==> config.mk <==
export PLATFORM = sky130hd
export DESIGN_NAME = mem_arbiter
export DESIGN_NICKNAME = d
export VERILOG_FILES = /design/src/rtl/mem_arbiter_pkg.sv /design/src/rtl/mem_arb_picker.sv /design/src/rtl/mem_arbiter.sv
export SDC_FILE = /design/constraint.sdc
export NUM_CORES = 1
export LEC_CHECK = 0
export CAP_MARGIN = 20
export CORE_MARGIN = 2
export CORE_UTILIZATION = 42
export CTS_CLUSTER_SIZE = 28
export DETAILED_ROUTE_END_ITERATION = 10
export GPL_TIMING_DRIVEN = 0
export PLACE_DENSITY_LB_ADDON = 0.25
export SLEW_MARGIN = 20
export SYNTH_ARGS = -nofsm -noshare
export SYNTH_HDL_FRONTEND = slang
export SYNTH_SLANG_ARGS = --single-unit
==> constraint.sdc <==
create_clock -name clock -period 3.42 [get_ports clock]
set_input_delay 0.684 -clock clock [delete_from_list [all_inputs] [get_ports clock]]
set_output_delay 0.684 -clock clock [all_outputs]
set_load 0.03 [all_outputs]
==> src/rtl/mem_arbiter_pkg.sv <==
// rtl/mem_arbiter_pkg.sv - shared types and defaults for the IFU/LSU memory arbiter
package mem_arbiter_pkg;

    typedef enum logic [1:0] {
        IDLE  = 2'd0,
        ISSUE = 2'd1,
        WAIT  = 2'd2,
        RESP  = 2'd3
    } mem_arb_state_e;

    typedef enum logic {
        OWNER_IFU = 1'b0,
        OWNER_LSU = 1'b1
    } mem_arb_owner_e;

    localparam int DEF_ADDR_W      = 32;
    localparam int DEF_DATA_W      = 32;
    localparam int DEF_MEM_LATENCY = 1;

    // Grant vector layout: bit 0 = IFU, bit 1 = LSU.
    function automatic mem_arb_owner_e grant_owner(input logic [1:0] grant);
        return grant[1] ? OWNER_LSU : OWNER_IFU;
    endfunction

endpackage

==> src/rtl/mem_arb_picker.sv <==
// rtl/mem_arb_picker.sv - requester tie-break; round-robin when MEM_ARBITER_RR_EN is defined, else LSU priority
module mem_arb_picker
    import mem_arbiter_pkg::*;
(
    input  logic       clock,
    input  logic       reset,
    input  logic       ifu_valid,
    input  logic       lsu_valid,
    input  logic       fire,
    output logic [1:0] grant
);

`ifdef MEM_ARBITER_RR_EN
    mem_arb_owner_e last_q;

    // Reset value makes the IFU win the first tie.
    always_ff @(posedge clock) begin
        if (!reset) begin
            last_q <= OWNER_LSU;
        end else if (fire) begin
            last_q <= grant_owner(grant);
        end
    end

    always_comb begin
        grant = 2'b00;
        if (ifu_valid && lsu_valid) begin
            grant = (last_q == OWNER_LSU) ? 2'b01 : 2'b10;
        end else if (ifu_valid) begin
            grant = 2'b01;
        end else if (lsu_valid) begin
            grant = 2'b10;
        end
    end
`else
    logic unused_picker;
    assign unused_picker = &{1'b0, clock, reset, fire};

    always_comb begin
        grant = 2'b00;
        if (lsu_valid) begin
            grant = 2'b10;
        end else if (ifu_valid) begin
            grant = 2'b01;
        end
    end
`endif

endmodule

==> src/rtl/mem_arbiter.sv <==
// rtl/mem_arbiter.sv - serialises IFU and LSU requests onto one memory port; tie policy set by MEM_ARBITER_RR_EN
module mem_arbiter
    import mem_arbiter_pkg::*;
#(
    parameter int ADDR_W      = DEF_ADDR_W,
    parameter int DATA_W      = DEF_DATA_W,
    parameter int MEM_LATENCY = DEF_MEM_LATENCY
) (
    input  logic                clock,
    input  logic                reset,
    input  logic                ifu_req_valid,
    output logic                ifu_req_ready,
    input  logic [ADDR_W-1:0]   ifu_req_addr,
    output logic                ifu_resp_valid,
    output logic [DATA_W-1:0]   ifu_resp_data,
    input  logic                ifu_resp_ready,
    input  logic                lsu_req_valid,
    output logic                lsu_req_ready,
    input  logic [ADDR_W-1:0]   lsu_req_addr,
    input  logic                lsu_req_wen,
    input  logic [DATA_W-1:0]   lsu_req_wdata,
    input  logic [DATA_W/8-1:0] lsu_req_wmask,
    output logic                lsu_resp_valid,
    output logic [DATA_W-1:0]   lsu_resp_data,
    input  logic                lsu_resp_ready,
    output logic                mem_valid,
    output logic                mem_write_enable,
    output logic [ADDR_W-1:0]   mem_addr,
    output logic [DATA_W-1:0]   mem_wdata,
    output logic [DATA_W/8-1:0] mem_wmask,
    input  logic [DATA_W-1:0]   mem_rdata
);

    localparam int CNT_W  = $clog2(MEM_LATENCY + 1);
    localparam int MASK_W = DATA_W / 8;

    if (MEM_LATENCY < 1) begin : g_latency_check
        $error("mem_arbiter: MEM_LATENCY must be at least 1");
    end

    mem_arb_state_e      state_q;
    mem_arb_state_e      state_d;
    mem_arb_owner_e      owner_q;
    logic                wen_q;
    logic [ADDR_W-1:0]   addr_q;
    logic [DATA_W-1:0]   wdata_q;
    logic [MASK_W-1:0]   wmask_q;
    logic [CNT_W-1:0]    cnt_q;
    logic [DATA_W-1:0]   resp_data_q;
    logic [1:0]          grant;
    logic                fire;
    logic                owner_resp_ready;

    // Grants are only offered while idle and out of reset.
    assign fire = reset && (state_q == IDLE) && (grant != 2'b00);
    assign owner_resp_ready = (owner_q == OWNER_LSU) ? lsu_resp_ready : ifu_resp_ready;

    mem_arb_picker u_picker (
        .clock     (clock),
        .reset     (reset),
        .ifu_valid (ifu_req_valid),
        .lsu_valid (lsu_req_valid),
        .fire      (fire),
        .grant     (grant)
    );

    always_ff @(posedge clock) begin
        if (!reset) begin
            state_q <= IDLE;
        end else begin
            state_q <= state_d;
        end
    end

    always_comb begin
        state_d = state_q;
        case (state_q)
            IDLE:  if (fire) state_d = ISSUE;
            ISSUE: state_d = WAIT;
            WAIT:  if (cnt_q == CNT_W'(1)) state_d = RESP;
            RESP:  if (owner_resp_ready) state_d = IDLE;
            default: state_d = IDLE;
        endcase
    end

    always_comb begin
        ifu_req_ready    = 1'b0;
        lsu_req_ready    = 1'b0;
        mem_valid        = 1'b0;
        mem_write_enable = 1'b0;
        ifu_resp_valid   = 1'b0;
        lsu_resp_valid   = 1'b0;
        case (state_q)
            IDLE: begin
                ifu_req_ready = reset && grant[0];
                lsu_req_ready = reset && grant[1];
            end
            ISSUE: begin
                mem_valid        = 1'b1;
                mem_write_enable = wen_q;
            end
            RESP: begin
                ifu_resp_valid = (owner_q == OWNER_IFU);
                lsu_resp_valid = (owner_q == OWNER_LSU);
            end
            default: ;
        endcase
    end

    // Request latch, latency counter and response register.
    always_ff @(posedge clock) begin
        if (!reset) begin
            owner_q     <= OWNER_IFU;
            wen_q       <= 1'b0;
            addr_q      <= '0;
            wdata_q     <= '0;
            wmask_q     <= '0;
            cnt_q       <= '0;
            resp_data_q <= '0;
        end else begin
            if (fire) begin
                owner_q <= grant_owner(grant);
                if (grant[1]) begin
                    wen_q   <= lsu_req_wen;
                    addr_q  <= lsu_req_addr;
                    wdata_q <= lsu_req_wdata;
                    wmask_q <= lsu_req_wmask;
                end else begin
                    wen_q   <= 1'b0;
                    addr_q  <= ifu_req_addr;
                    wdata_q <= '0;
                    wmask_q <= '0;
                end
            end
            if (state_q == ISSUE) begin
                cnt_q <= CNT_W'(MEM_LATENCY);
            end else if (state_q == WAIT && cnt_q != '0) begin
                cnt_q <= cnt_q - 1'b1;
            end
            if (state_q == WAIT && cnt_q == CNT_W'(1)) begin
                resp_data_q <= wen_q ? '0 : mem_rdata;
            end
        end
    end

    assign mem_addr      = addr_q;
    assign mem_wdata     = wdata_q;
    assign mem_wmask     = wmask_q;
    assign ifu_resp_data = resp_data_q;
    assign lsu_resp_data = resp_data_q;

endmodule

==> flow_summary.ini <==
[detailed_routing]
routed_wl_mm = 15.08
avgRoutedWirePerCell_microns = 16.55
drt_drc_violations_left = 0
route.detailed.vias_per_inst = 5.064
via_total_after_detailed_routing = 4613
detailedRoute.firstIterationViolations = 187
ant_nets = 0
iteration_count_of_the_initial_detailed_routing_pass = 6

[sta]
layout_min_cycle_time_ps = 3202
grt_setup_unrepaired = no
fin_crit_sh = 0.9363
fmax_mhz = 312.3
setup_viol = 0
max_slew.worst_pin.slew_ps = 546.1
fin_setup_tns_ps = 0
hold_violations = 0
maxSlewViolCount = 0
worst_max_slew_margin_expressed_relative_to_the_limit = 0.6360
clock-skew-final_ps = 7.770

[pwr]
power.leakage_nw = 3.331
p_total_w = 0.004412
power_density_cells_mw_per_mm2 = 537.3
power.ir.vdd_worst_mv = 0.3289

[placed_design]
portBuffers = 276
post_dp_cell_area_sq_mm = 0.007900
routabilityCongestion = 0.7632
detailed_place_hpwl_mm = 11.86

[logic_synthesis]
synth.avg_cell_area_sq_um = 10.40
synthAdderAreaFrac = 0.01262
yosys.area.top_type = sky130_fd_sc_hd__dfxtp_1
ys_ff_latch = 105
post_synth_xor_xnor_area = 0
synth_top_family_by_area = compound AO/OA/AOI/OAI gates
synth_cell_types = 25
synthesis.area_sq_mm = 0.004959
yosys-mux-area-fraction = 0.07065
netlist_top_cells_area = sky130_fd_sc_hd__dfxtp_1, sky130_fd_sc_hd__mux2i_1, sky130_fd_sc_hd__o211a_1, sky130_fd_sc_hd__nand4b_1, sky130_fd_sc_hd__buf_4
synth_top_cell_area_share = 0.4239
synth-seq-area-share = 0.4239
synth-compound-area-share = 0.2036
synth-warning-count = 0
synth_simple_gate_area_share = 0.1774
mappedNetlistNets = 621
synthesis.instances = 477

[floorplan]
pin_count = 277
initial_core_util = 0.4324
chipWidth_microns = 112.7
num_rows = 39
die_h_microns = 112.7
core_area_sq_mm = 0.01147
die_area_sq_mm = 0.01269

[critical_path]
r2r.worst_path.cells = 7
crit_chain = clkdlybuf4s50_1, buf_6, buf_2, and4b_1, clkdlybuf4s50_1
critical-path-max-stage-delay_ps = 620
crit_path_top_delay_cell = sky130_fd_sc_hd__clkdlybuf4s50_1
worst-path-buf-inv = 4
timing.critical_path.required_ps = 2740
worst-path-max-fanout = 10
crit_arrival_ps = 2520
timing.critical_path.mode_cell = sky130_fd_sc_hd__clkdlybuf4s50_1
critPathCaptureType = output port
cp.depth = 5
critical_path.startpoint_type = primary input
crit_family = buffers and inverters
critical_path_class = in2out

[cts]
clk_path_buf_depth = 2
post_cts_resize_count = 0
clk_latency_ps = 340
hold_buffers = 0
htree_levels = 3
clock_tree.root_cell = sky130_fd_sc_hd__clkbuf_16
tritoncts = yes
cts.sink_count = 105
clk_pin_slew_ps = 70
cts_inserted_buffers = 9
postCtsSetupBuffers = 0

[cells_and_area]
most_common_library_cell_in_the_layout_ignoring_fill_and_taps = sky130_fd_sc_hd__clkdlybuf4s50_1
share_of_final_layout_standard_cells_stronger_than_drive_strength_1 = 0.1471
total_area_of_multi_input_combinational_cells_sq_mm = 0.002302
sequential_cell_area_sq_mm = 0.002102
layout.nets = 908
post-route-cell-area_sq_mm = 0.008210
area.growth.synth_to_final_pct = 65.58
nFillCells = 905
final_antenna_diode_count = 0
layout.cells.most_common_list = sky130_fd_sc_hd__clkdlybuf4s50_1, sky130_fd_sc_hd__dfxtp_1, sky130_fd_sc_hd__nand2_1

[grt]
antenna_found_initial = 0
grt_remaining_overflow = 0
grt_pass1_vias = 4842
grt_first_pass_wirelength_mm = 23.88
globalRouteTotalUtil = 0.2330
grt_max_degree = 17

[job]
max-cap-violations = 0

[worst_hold_path]
holdPathStages = 2
worst_hold_path_type = reg2reg

[run_status]
status = completed
==> tightest hold or removal path, cell delays in order (launching register included) <==
cell and delay, ps:
sky130_fd_sc_hd__dfxtp_1 320, sky130_fd_sc_hd__nand2_1 50, sky130_fd_sc_hd__a21boi_0 60
==> report_power, final <==
part / leakage (nW) / switching, W / internal [W] / total (W)
registers: 0.856 / 0.000114 / 0.00140 / 0.00151
logic: 2.33 / 0.000977 / 0.000842 / 0.00182
clock network: 0.149 / 0.000440 / 0.000638 / 0.00108
total: 3.33 / 0.00153 / 0.00288 / 0.00441
==> cells by family after synthesis <==
kind of cell | count (synthesis)
compound gates | 108
buf+inv | 78
fa+ha+maj | 5
flops | 105
simple gates | 146
mux | 35
==> through the flow <==
stage / hold slack, ps / instances / utilization / setup slack [ps]
6_report: 479.3 / 911 / 0.7160 / 218.0
3_5_place_dp: 470.1 / 896 / 0.6889 / 206.7
2_1_floorplan: 467.7 / 477 / - / 1291
3_3_place_gp: 465.8 / 896 / 0.6889 / 195.3
5_1_grt: 503.3 / 911 / 0.7160 / 108.3
4_1_cts: 479.6 / 911 / 0.7160 / 186.0
==> registers in the layout (all words and copies together), names as in the netlist <==
name           count
ifu_resp_data     32
mem_addr          32
mem_wdata         32
mem_wmask          4
state_q            2
cnt_q              1
owner_q            1
wen_q              1
==> routing by layer <==
metal,vias up,share of wire,global-route usage
li1,2221,-,-
met1,2167,0.38,0.2527
met2,197,0.52,0.4283
met3,28,0.080,0.06156
met4,0,0.028,0.09431
met5,-,0,0
==> synthesized netlist by cell type <==
library cell / count
sky130_fd_sc_hd__nand2_1: 69
sky130_fd_sc_hd__clkbuf_1: 20
sky130_fd_sc_hd__o21ai_1: 1
sky130_fd_sc_hd__o21a_1: 1
sky130_fd_sc_hd__and2_1: 2
sky130_fd_sc_hd__buf_6: 9
sky130_fd_sc_hd__and3_4: 1
sky130_fd_sc_hd__a22oi_2: 20
sky130_fd_sc_hd__a22oi_1: 18
sky130_fd_sc_hd__and4b_1: 1
sky130_fd_sc_hd__o21ai_0: 1
sky130_fd_sc_hd__o211a_1: 33
sky130_fd_sc_hd__buf_12: 3
sky130_fd_sc_hd__buf_4: 36
sky130_fd_sc_hd__nand4b_1: 32
sky130_fd_sc_hd__buf_2: 8
sky130_fd_sc_hd__a21boi_0: 32
sky130_fd_sc_hd__nor2b_1: 21
sky130_fd_sc_hd__o211ai_4: 1
sky130_fd_sc_hd__dfxtp_1: 105
sky130_fd_sc_hd__a221oi_2: 1
sky130_fd_sc_hd__mux2i_1: 35
sky130_fd_sc_hd__nor2b_2: 20
sky130_fd_sc_hd__ha_1: 5
sky130_fd_sc_hd__inv_1: 2
==> path summary, 6_finish.rpt <==
kind	startpoint	to	slack [ps]
worst max-delay path	lsu_req_valid	ifu_req_ready	220
worst min register to register	ifu_resp_data[4]	ifu_resp_data[4]	480
worst max register to register	state_q[0]	ifu_resp_data[5]	1630
worst min-delay path	ifu_resp_data[4]	ifu_resp_data[4]	480
==> final cells by class <==
cell class / count / share of cell area
Timing Repair Buffer: 276 / 0.3365
Multi-Input combinational cell: 294 / 0.2804
Sequential cell: 105 / 0.2560
Buffer: 76 / 0.06660
Clock buffer: 10 / 0.02789
Tap cell: 143 / 0.02179
Clock inverter: 5 / 0.009906
Inverter: 2 / 0.0009144
Note: power is estimated with default switching activity, not from simulation.
